==> src/rtl/tcp_hdr_tx.sv <==
// TCP header serializer: latches one header-field set, emits a 20-byte big-endian TCP header on an
// 8-bit stream, then forwards exactly (ip_len-40) payload bytes and pulses o_packet_done.
module tcp_hdr_tx #(
  parameter int unsigned MAX_PAYLOAD = 1460
) (
  input  logic        i_clk,
  input  logic        i_rst_n,
  input  logic [15:0] i_src_port,
  input  logic [15:0] i_dst_port,
  input  logic [15:0] i_ip_len,
  input  logic [31:0] i_seq_number,
  input  logic [31:0] i_ack_number,
  input  logic [7:0]  i_flags,
  input  logic [15:0] i_window_size,
  input  logic        i_hdr_valid,
  output logic        o_packet_done,
  output logic        o_len_err,
  output logic        o_busy,
  input  logic [7:0]  s_axis_tdata,
  input  logic        s_axis_tkeep,
  input  logic        s_axis_tvalid,
  output logic        s_axis_tready,
  input  logic        s_axis_tlast,
  output logic [7:0]  m_axis_tdata,
  output logic        m_axis_tkeep,
  output logic        m_axis_tvalid,
  input  logic        m_axis_tready,
  output logic        m_axis_tlast
);

  typedef enum logic [1:0] {
    StIdle,
    StHeader,
    StPayload,
    StDone
  } state_e;

  state_e      state_q;
  logic [15:0] cnt_q;
  logic [15:0] len_q;
  logic [15:0] src_q;
  logic [15:0] dst_q;
  logic [31:0] seq_q;
  logic [31:0] ack_q;
  logic [7:0]  flags_q;
  logic [15:0] win_q;
  logic        err_seen_q;

  logic [15:0] len_raw;
  logic        len_bad;
  logic        last_beat;
  logic        m_hs;
  logic [7:0]  hdr_byte;

  assign len_raw   = i_ip_len - 16'd40;
  assign len_bad   = (i_ip_len < 16'd40) || ({16'd0, len_raw} > MAX_PAYLOAD);
  assign last_beat = (cnt_q == len_q - 16'd1);
  assign m_hs      = m_axis_tvalid && m_axis_tready;

  // Data offset 5 words, no options: byte 12 is always 0x50.
  always_comb begin
    hdr_byte = 8'h00;
    case (cnt_q)
      16'd0:   hdr_byte = src_q[15:8];
      16'd1:   hdr_byte = src_q[7:0];
      16'd2:   hdr_byte = dst_q[15:8];
      16'd3:   hdr_byte = dst_q[7:0];
      16'd4:   hdr_byte = seq_q[31:24];
      16'd5:   hdr_byte = seq_q[23:16];
      16'd6:   hdr_byte = seq_q[15:8];
      16'd7:   hdr_byte = seq_q[7:0];
      16'd8:   hdr_byte = ack_q[31:24];
      16'd9:   hdr_byte = ack_q[23:16];
      16'd10:  hdr_byte = ack_q[15:8];
      16'd11:  hdr_byte = ack_q[7:0];
      16'd12:  hdr_byte = 8'h50;
      16'd13:  hdr_byte = flags_q;
      16'd14:  hdr_byte = win_q[15:8];
      16'd15:  hdr_byte = win_q[7:0];
      default: hdr_byte = 8'h00;
    endcase
  end

  always_comb begin
    m_axis_tdata  = 8'h00;
    m_axis_tkeep  = 1'b0;
    m_axis_tvalid = 1'b0;
    m_axis_tlast  = 1'b0;
    s_axis_tready = 1'b0;
    unique case (state_q)
      StHeader: begin
        m_axis_tdata  = hdr_byte;
        m_axis_tkeep  = 1'b1;
        m_axis_tvalid = 1'b1;
        m_axis_tlast  = (cnt_q == 16'd19) && (len_q == 16'd0);
      end
      StPayload: begin
        // The upstream tlast is not forwarded; the byte counter decides frame end.
        m_axis_tdata  = s_axis_tdata;
        m_axis_tkeep  = s_axis_tkeep;
        m_axis_tvalid = s_axis_tvalid;
        m_axis_tlast  = last_beat;
        s_axis_tready = m_axis_tready;
      end
      default: ;
    endcase
  end

  always_ff @(posedge i_clk) begin
    if (!i_rst_n) begin
      state_q       <= StIdle;
      cnt_q         <= 16'd0;
      len_q         <= 16'd0;
      src_q         <= 16'd0;
      dst_q         <= 16'd0;
      seq_q         <= 32'd0;
      ack_q         <= 32'd0;
      flags_q       <= 8'd0;
      win_q         <= 16'd0;
      err_seen_q    <= 1'b0;
      o_packet_done <= 1'b0;
      o_len_err     <= 1'b0;
      o_busy        <= 1'b0;
    end else begin
      o_packet_done <= 1'b0;
      o_len_err     <= 1'b0;
      unique case (state_q)
        StIdle: begin
          if (i_hdr_valid) begin
            src_q      <= i_src_port;
            dst_q      <= i_dst_port;
            seq_q      <= i_seq_number;
            ack_q      <= i_ack_number;
            flags_q    <= i_flags;
            win_q      <= i_window_size;
            len_q      <= len_bad ? 16'd0 : len_raw;
            o_len_err  <= len_bad;
            err_seen_q <= len_bad;
            cnt_q      <= 16'd0;
            o_busy     <= 1'b1;
            state_q    <= StHeader;
          end
        end
        StHeader: begin
          if (m_hs) begin
            if (cnt_q == 16'd19) begin
              cnt_q <= 16'd0;
              if (len_q == 16'd0) begin
                state_q       <= StDone;
                o_packet_done <= 1'b1;
              end else begin
                state_q <= StPayload;
              end
            end else begin
              cnt_q <= cnt_q + 16'd1;
            end
          end
        end
        StPayload: begin
          if (m_hs) begin
            // Early tlast or missing tlast on the final byte: flag once per packet.
            if (!err_seen_q && (s_axis_tlast != last_beat)) begin
              o_len_err  <= 1'b1;
              err_seen_q <= 1'b1;
            end
            if (last_beat) begin
              cnt_q         <= 16'd0;
              state_q       <= StDone;
              o_packet_done <= 1'b1;
            end else begin
              cnt_q <= cnt_q + 16'd1;
            end
          end
        end
        StDone: begin
          o_busy  <= 1'b0;
          state_q <= StIdle;
        end
        default: state_q <= StIdle;
      endcase
    end
  end

endmodule

==> config.mk <==
export PLATFORM = sky130hd
export DESIGN_NAME = tcp_hdr_tx
export DESIGN_NICKNAME = d
export VERILOG_FILES = /design/src/rtl/tcp_hdr_tx.sv
export SDC_FILE = /design/constraint.sdc
export NUM_CORES = 1
export LEC_CHECK = 0
export CAP_MARGIN = 20
export CORE_MARGIN = 2
export CORE_UTILIZATION = 39
export CTS_CLUSTER_DIAMETER = 200
export DETAILED_ROUTE_END_ITERATION = 12
export MAX_ROUTING_LAYER = met4
export PLACE_DENSITY = 0.66
export SLEW_MARGIN = 20
export SYNTH_ARGS = -nofsm -noshare
export SYNTH_HDL_FRONTEND = slang
export SYNTH_SLANG_ARGS = --single-unit
==> constraint.sdc <==
create_clock -name i_clk -period 2.85 [get_ports i_clk]
set_input_delay 0.57 -clock i_clk [delete_from_list [all_inputs] [get_ports i_clk]]
set_output_delay 0.57 -clock i_clk [all_outputs]
set_load 0.03 [all_outputs]
### After elaboration in Yosys (flattened, before gate mapping)

Index checks and enable logic that the tools add are counted.

| word-level totals | value |
|---|---|
| register bits | 158 |
| output and inout bits | 15 |

| cells by class | value |
|---|---|
| add/subtract/negate cells | 3 |
| order comparisons | 2 |
| equality and inequality tests | 27 |
| multiplexer cells | 36 |
| reduce and logical (&&, ||, !) cells | 16 |

Operators by type and width:

| kind | count |
|---|---|
| $eq 16x4->1 const B | 8 |
| $pmux 8 s16 | 1 |
| $mux 16 | 6 |
| $eq 16x3->1 const B | 4 |
| $pmux 16 s3 | 1 |
| $eq 16x2->1 const B | 2 |
| $logic_not 16->1 | 2 |
| $add 16x1->16 const B | 1 |
| $eq 16x1->1 const B | 1 |
| $eq 16x16->1 | 1 |
| $eq 16x5->1 const B | 1 |
| $gt 16x11->1 const B | 1 |
| $lt 16x6->1 const B | 1 |
| $pmux 8 s2 | 1 |
| $sub 16x1->16 const B | 1 |
| $sub 16x6->16 const B | 1 |
| $mux 1 | 14 |
| $pmux 1 s2 | 7 |
| $ne 2x2->1 const B | 6 |
| $mux 2 | 5 |
| $pmux 2 s4 | 1 |
| $reduce_and 4->1 | 2 |
| $reduce_and 5->1 | 1 |
| $eq 2x2->1 const B | 2 |
| other kinds (9) | 13 |

### Logic depth before layout (Yosys ltp)

Gate-level depths: netlist of the first run.

| logic depth | value |
|---|---|
| word-level depth | 7 |
| mapped depth | 12 |
| gate-level depth less buffers | 10 |

### Worst setup path after synthesis of the first run

No wires, ideal clock.

| timing path | value |
|---|---|
| path kind | register -> output |
| start point | register cnt_q[12] |
| end point | output port m_axis_tdata[7] |
| data arrival time | 2,666 ps |
| slack | -386 ps |
| stages on the path, launching flop included | 10 |
| buffers on the path | 2 |
| cell sequence | dfxtp_1 > buf_2 > or4_1 > nor4_4 > buf_2 > nand2_1 > nor2_2 > a22o_1 > a221oi_1 > a31oi_1 |

| between the ends | value |
|---|---|
| word-level cells in the longest chain between the ends | 3 |
| elaborated cells between the ends (all ways) | 18 |
| those cells by class | eq/ne: 15; mux: 2; reduce/logical: 1 |

Ends and longest elaborated chain:

| what | RTL line | RTL |
|---|---|---|
| start, declared | 39 | `logic [15:0] cnt_q;` |
| start signal, assigned | 155 | `cnt_q <= cnt_q + 16'd1;` |
| start signal, assigned | 171 | `cnt_q <= cnt_q + 16'd1;` |
| $eq 16x4->1, or another cell as far along | 63 | `case (cnt_q)` |
| $pmux 8 s16 (*) | 63 |  |
| $pmux 8 s2 (*) | 90 | `unique case (state_q)` |
| end, declared | 24 | `output logic [7:0] m_axis_tdata,` |

Mark *: on every way between the ends. The rest lies on a longest branch, timed or not.

### Worst setup path in the final report of the first run

| timing path | value |
|---|---|
| start point | register cnt_q[15] |
| end point | output port m_axis_tdata[1] |

The elaborated chain is that of the path after synthesis.

==> results of run 1 <==
[registers in the layout, summed over array words and instances, names as in the netlist, 2 cells and up]
register / count
flags_q: 8
cnt_q: 16
src_q: 16
dst_q: 16
ack_q: 32
len_q: 16
win_q: 16
seq_q: 32
state_q: 2
[kinds of logic after synthesis]
| family | after synthesis | share of synthesized area [%] |
|---|---|---|
| and+or+nand+nor | 474 | 26.9 |
| AOI/OAI and AO/OA | 273 | 22.2 |
| DFF | 158 | 40.4 |
| buffers and inverters | 82 | 4.19 |
| xor gates and xnor gates | 25 | 2.80 |
| muxes | 15 | 1.93 |
| adders and majority gates | 10 | 1.60 |
[stage by stage]
stage | utilization, % | area [µm²] | hold slack (ps) | setup TNS [ps]
after floorplan | - | 7960 | 434 | 0
after global placement | 53.6 | 10500 | 442 | -2870
after detailed placement | 53.6 | 10500 | 446 | -3680
after CTS | 57.9 | 11300 | 456 | -5220
after global routing | 58.4 | 11400 | 467 | -5930
final | 58.4 | 11400 | 454 | -4920
[how the worst max path moves through the flow]
stage                      startpoint         endpoint  slack [ps]
after CTS                    cnt_q[8]  m_axis_tdata[5]        -630
after global routing        cnt_q[15]  m_axis_tdata[1]        -710
final                       cnt_q[15]  m_axis_tdata[1]        -600
after global placement    i_ip_len[3]         len_q[2]        -210
after floorplan             cnt_q[12]  m_axis_tdata[4]           9
after detailed placement  i_ip_len[3]         len_q[2]        -290
[area by class of cell]
type	instances	area [µm²]
sequential	158	3170
multi-input combinational	797	4670
clock buffer	17	425
inverter	16	61.3
tap	265	332
clock inverter	15	173
fill	1890	8150
timing repair buffer	278	2610
[power by group through the flow]
stage	Sequential, mW	Combinational, mW	Clock (mW)
6_report	2.80	2.53	2.30
5_1_grt	2.83	2.77	2.42
4_1_cts	2.79	2.50	2.33
3_5_place_dp	2.83	2.46	0
3_3_place_gp	2.83	2.44	0
2_1_floorplan	2.75	1.49	0
[layout by cell type (no fill, tap or decap), types with 6 or more instances in the layout]
cell,synthesis,routed
a21o_1,9,9
a21oi_1,141,140
a221oi_1,21,17
a22o_1,16,16
a22oi_1,9,8
and3_1,15,14
buf_12,0,6
buf_4,0,101
buf_6,2,15
clkbuf_16,0,17
clkdlybuf4s50_1,0,155
dfxtp_1,158,154
ha_1,10,8
inv_1,16,15
mux2i_1,14,14
nand2_1,307,301
nand2b_1,11,11
nand3_1,22,20
nand4_1,6,6
nor2_1,46,40
nor2b_1,9,9
nor3_1,20,15
nor3_2,5,7
o21ai_0,22,21
xnor2_1,13,13
xor2_1,12,11
[per-layer routing]
metal,vias up,track usage [%],share of wire [%]
li1,4084,-,-
met1,3927,31.2,42
met2,267,43.4,50
met3,53,3.73,5.1
met4,0,9.02,2.8
met5,-,-,0
[repair_timing]
item                                    CTS  global route
resized for setup                        41            21
hold buffers                              0             0
endpoints found under the setup margin   10            29
pin swaps                                19            12
setup buffers                             9             0
[worst max-delay path, stage by stage (launching register included)]
cell	delay (ps)
dfxtp_1	310
or4_4	560
nor4_4	310
buf_6	180
nand2_4	70
nor3_4	290
a21oi_1	120
o2111ai_1	130
a221oi_1	90
a31oi_2	220
buf_6	160
==> flow_summary.json, run 1 <==
{
  "status": "finished, violations left",
  "violations": "setup timing",
  "finalSetupViolCount": 9,
  "routed_wirelength_um": 26900,
  "syn_avg_cell_area_um2": 7.55,
  "drc": 0,
  "reg2reg_setup_slack_ps": 70,
  "max_freq_ghz": 0.290,
  "cts.sinks": 158,
  "initial_core_util_pct": 40.0,
  "final_cells": 1546,
  "cts_tree": "done",
  "yosys_warnings": 0,
  "timing.max_cap.violations": 0,
  "critPathArrivalTime_ps": 2880,
  "synthesis.nets": 1198,
  "p_total_mw": 7.63,
  "ys_ff_latch": 158,
  "nNetsFinal": 1429,
  "via_per_inst": 5.39,
  "pwr_density_cell_nw_per_um2": 667,
  "synth_seq_area_share_pct": 40.4,
  "tightest_slew_ps": 971,
  "dp_worst_setup_slack_ps": -290,
  "numCtsBuffers": 17,
  "p_comb_share_pct": 33.2,
  "groute.usage.overall_pct": 25.6,
  "hold_class": "reg2reg",
  "hp-start": "ack_q[9]",
  "fin_ws_ps": -596,
  "startpoint_type": "flip-flop",
  "r2r_cells": 12,
  "routabilityCongestion": 0.903,
  "drt-initial-drc-count": 544,
  "cellLeakagePower_nw": 4.40,
  "whs_endpoint": "ack_q[9]",
  "syn-cell-area_um2": 7830,
  "slew_viol_final": 0,
  "ys_async_sr_fraction_pct": 0,
  "antenna_cells": 0,
  "rr_endpoint": "cnt_q[6]",
  "dr.pass1.iters": 5,
  "finalCritPeriodShare_pct": 121,
  "htreeDepth": 4,
  "dpl.cell_count": 1505,
  "syn_inst": 1037,
  "worstReg2RegStart": "len_q[5]",
  "area_growth_pct": 46.1,
  "num_rows": 51,
  "clk_pin_slew_worst_paths_ps": 70,
  "internal-power_mw": 4.74,
  "hold_violations": 0,
  "vias": 8331,
  "antenna_left": 0,
  "io_pins": 166,
  "core_um2": 19600,
  "grt_pass1_wl_um": 41800,
  "grt_pass1_vias": 8049,
  "timing.final.crit_period_ps": 3450,
  "seq_power_share_pct": 36.7,
  "clock_latency_ps": 440,
  "dpl.hpwl_um": 20200,
  "clock_skew_ps": 12.1,
  "die_h_um": 146,
  "synth_most_common_cell": "nand2_1",
  "overflow": 0,
  "netlist.area_leader.share_pct": 40.4,
  "crit_fanout": 5,
  "cts_root_buf": "clkbuf_16",
  "critPathRequiredTime_ps": 2280,
  "pwr-share-clk_pct": 30.1,
  "grt_max_degree": 82,
  "synthFlopType": "dfxtp_1",
  "synth_common_cells": "nand2_1 (307), dfxtp_1 (158), a21oi_1 (141), clkbuf_1 (55), nor2_1 (46)",
  "portBuffers": 165,
  "endpoint_kind": "output pin",
  "cts_max_path_buffers": 2,
  "rsz0062_at_grt": "true",
  "wire_per_inst_um": 17.4,
  "ir_worst_vdd_mv": 0.326,
  "drive_above_1_share_pct": 17.8,
  "die_w_um": 146,
  "crit_type": "reg2out",
  "antenna_found_initial": 0,
  "relSlewSlack_pct": 35.0,
  "synthDistinctLibCells": 64,
  "switching_power_mw": 2.89,
  "p_sw_share_pct": 37.9,
  "die-area_um2": 21200,
  "hold_depth": 2,
  "synth_area_leader_cell": "dfxtp_1",
  "synthTopCellsByArea": "dfxtp_1 (40%), nand2_1 (15%), a21oi_1 (9.0%)",
  "synth-edff-count": 0
}
(Power assumes the default switching activity.)
==> run 2: changes to the inputs <==
==> constraint.sdc (replaced) <==
create_clock -name i_clk -period 2.85 [get_ports i_clk]
set_input_delay 0.285 -clock i_clk [delete_from_list [all_inputs] [get_ports i_clk]]
set_output_delay 0.285 -clock i_clk [all_outputs]
set_load 0.03 [all_outputs]
==> flow_summary.json, run 2 (same netlist as run 1, synthesis figures left out) <==
{
  "cts.sinks": 158,
  "rsz0062_at_grt": "true",
  "io_pins": 166,
  "die-area_um2": 21200,
  "finalCritPeriodShare_pct": 109,
  "numCtsBuffers": 17,
  "dr.pass1.iters": 6,
  "cp_common_cell": "buf_6",
  "rr_endpoint": "cnt_q[8]",
  "vias": 8115,
  "pwr_density_cell_nw_per_um2": 663,
  "drt-initial-drc-count": 549,
  "drc": 0,
  "hold_depth": 3,
  "htreeDepth": 4,
  "cp-endpoint": "m_axis_tdata[2]",
  "crit_family": "simple AND/OR/NAND/NOR gates",
  "slew_viol_final": 0,
  "die_h_um": 146,
  "finish.instance_area_um2": 11200,
  "reg2reg_setup_slack_ps": 50,
  "max_freq_ghz": 0.322,
  "violations": "setup timing",
  "timing.final.crit_period_ps": 3100,
  "whs_ps": 387,
  "critPathArrivalTime_ps": 2820,
  "r2r_cells": 11,
  "critPathLaunch": "cnt_q[8]",
  "die_w_um": 146,
  "endpoint_kind": "output pin",
  "wire_per_inst_um": 17.5,
  "antenna_left": 0,
  "hold_class": "in2reg",
  "drive_above_1_share_pct": 16.1,
  "grt_max_degree": 83,
  "timing.max_cap.violations": 0,
  "crit_buf_inv": 4,
  "routed_wirelength_um": 26500,
  "relSlewSlack_pct": 62.5,
  "startpoint_type": "flip-flop",
  "path_depth": 10,
  "placed_cell_area_um2": 10100,
  "tightest_slew_ps": 560,
  "core_um2": 19600,
  "via_per_inst": 5.36,
  "slowest_delay_ps": 550,
  "hold_violations": 0,
  "cts_tree": "done",
  "ir_worst_vdd_mv": 0.415,
  "crit_type": "reg2out",
  "hold_buffers": 0,
  "groute.usage.overall_pct": 25.3,
  "worstReg2RegStart": "len_q[4]",
  "fin_ws_ps": -252,
  "clock_skew_ps": 7.56,
  "critPathRequiredTime_ps": 2570,
  "antenna_found_initial": 0,
  "num_rows": 51,
  "dpl.hpwl_um": 19500,
  "clk_pin_slew_worst_paths_ps": 70,
  "initial_core_util_pct": 40.0,
  "crit_path_cell_trace": "or4_4, nor4_4, buf_6, nand2_4, buf_6, buf_6, o31ai_4, a2111oi_4, a31oi_1, buf_4",
  "portBuffers": 165,
  "status": "finished, violations left",
  "reg_top3": "ack_q x32, seq_q x32",
  "antenna_cells": 0,
  "mostFrequentLayoutCell": "nand2_1",
  "grt_pass1_vias": 7850,
  "cellLeakagePower_nw": 4.25,
  "overflow": 0,
  "cpMaxStageDelayCell": "or4_4",
  "routabilityCongestion": 0.931,
  "cts_max_path_buffers": 2,
  "finalSetupViolCount": 9,
  "crit_fanout": 5,
  "layout_common_cells": "nand2_1 (301), clkdlybuf4s50_1 (156), dfxtp_1 (151), a21oi_1 (139), buf_4 (72)",
  "nNetsFinal": 1398,
  "clock_latency_ps": 440,
  "grt_pass1_wl_um": 41400,
  "area_growth_pct": 42.9,
  "cts_root_buf": "clkbuf_16"
}
[run 2: cell types whose count changed in the layout (fill, tap and decap cells not counted), sizes merged]
cell	before	now
clkbuf	17	20
clkdlybuf4s50	155	156
clkinvlp	1	0
dlymetal6s2s	1	0
clkinv	7	8
inv	23	20
buf	122	91
[run 2: final cells by class]
class                           count  area, µm²
Clock buffer                       20        467
Clock inverter                     12        100
Fill cell                        1838       8400
Inverter                           16       61.3
Multi-Input combinational cell    797       4700
Sequential cell                   158       3170
Tap cell                          265        332
Timing Repair Buffer              247       2350
[run 2: stage by stage]
step | instances | power [mW] | setup TNS (ps) | setup WS (ps) | util [%]
after floorplan | 1037 | 4.21 | 0 | 2.85 | -
after global placement | 1463 | 5.12 | -8.36 | -6.64 | 51.4
after detailed placement | 1463 | 5.14 | -154 | -42.2 | 51.4
after CTS | 1511 | 7.37 | -1670 | -228 | 56.1
after global routing | 1515 | 7.80 | -2620 | -306 | 57.1
final | 1515 | 7.42 | -1740 | -252 | 57.1
[run 2: metal layers]
metal | track usage [%] | vias to the layer above | wire length [µm]
met5 | - | - | 0
met4 | 10.7 | 0 | 962
met3 | 4.80 | 74 | 1400
met2 | 39.6 | 273 | 12500
met1 | 32.1 | 3755 | 11600
li1 | - | 4013 | -
[run 2: what timing repair did]
item,in CTS,in global routing
resized for setup,53,36
setup buffers,16,6
setup endpoints to repair,9,11
pin swaps,24,22
hold endpoints to repair,0,0
[run 2: worst min-delay path, cell delays in order]
cell	delay, ps
clkdlybuf4s50_1	390
nand2_1	50
a21oi_1	50
[run 2: where the power goes]
part | switching, mW | internal [mW] | total (mW)
sequential | 0.264 | 2.56 | 2.82
clock | 1.00 | 1.20 | 2.21
combinational | 1.48 | 0.913 | 2.39
[run 2: how the worst min path moves through the flow]
stage                      to  slack (ps)            from
floorplan            len_q[3]         400     i_ip_len[3]
CTS                 dst_q[12]         380  i_dst_port[12]
global route        dst_q[12]         380  i_dst_port[12]
detailed placement   ack_q[8]         450        ack_q[8]
global placement     ack_q[8]         440        ack_q[8]
finish              dst_q[12]         390  i_dst_port[12]
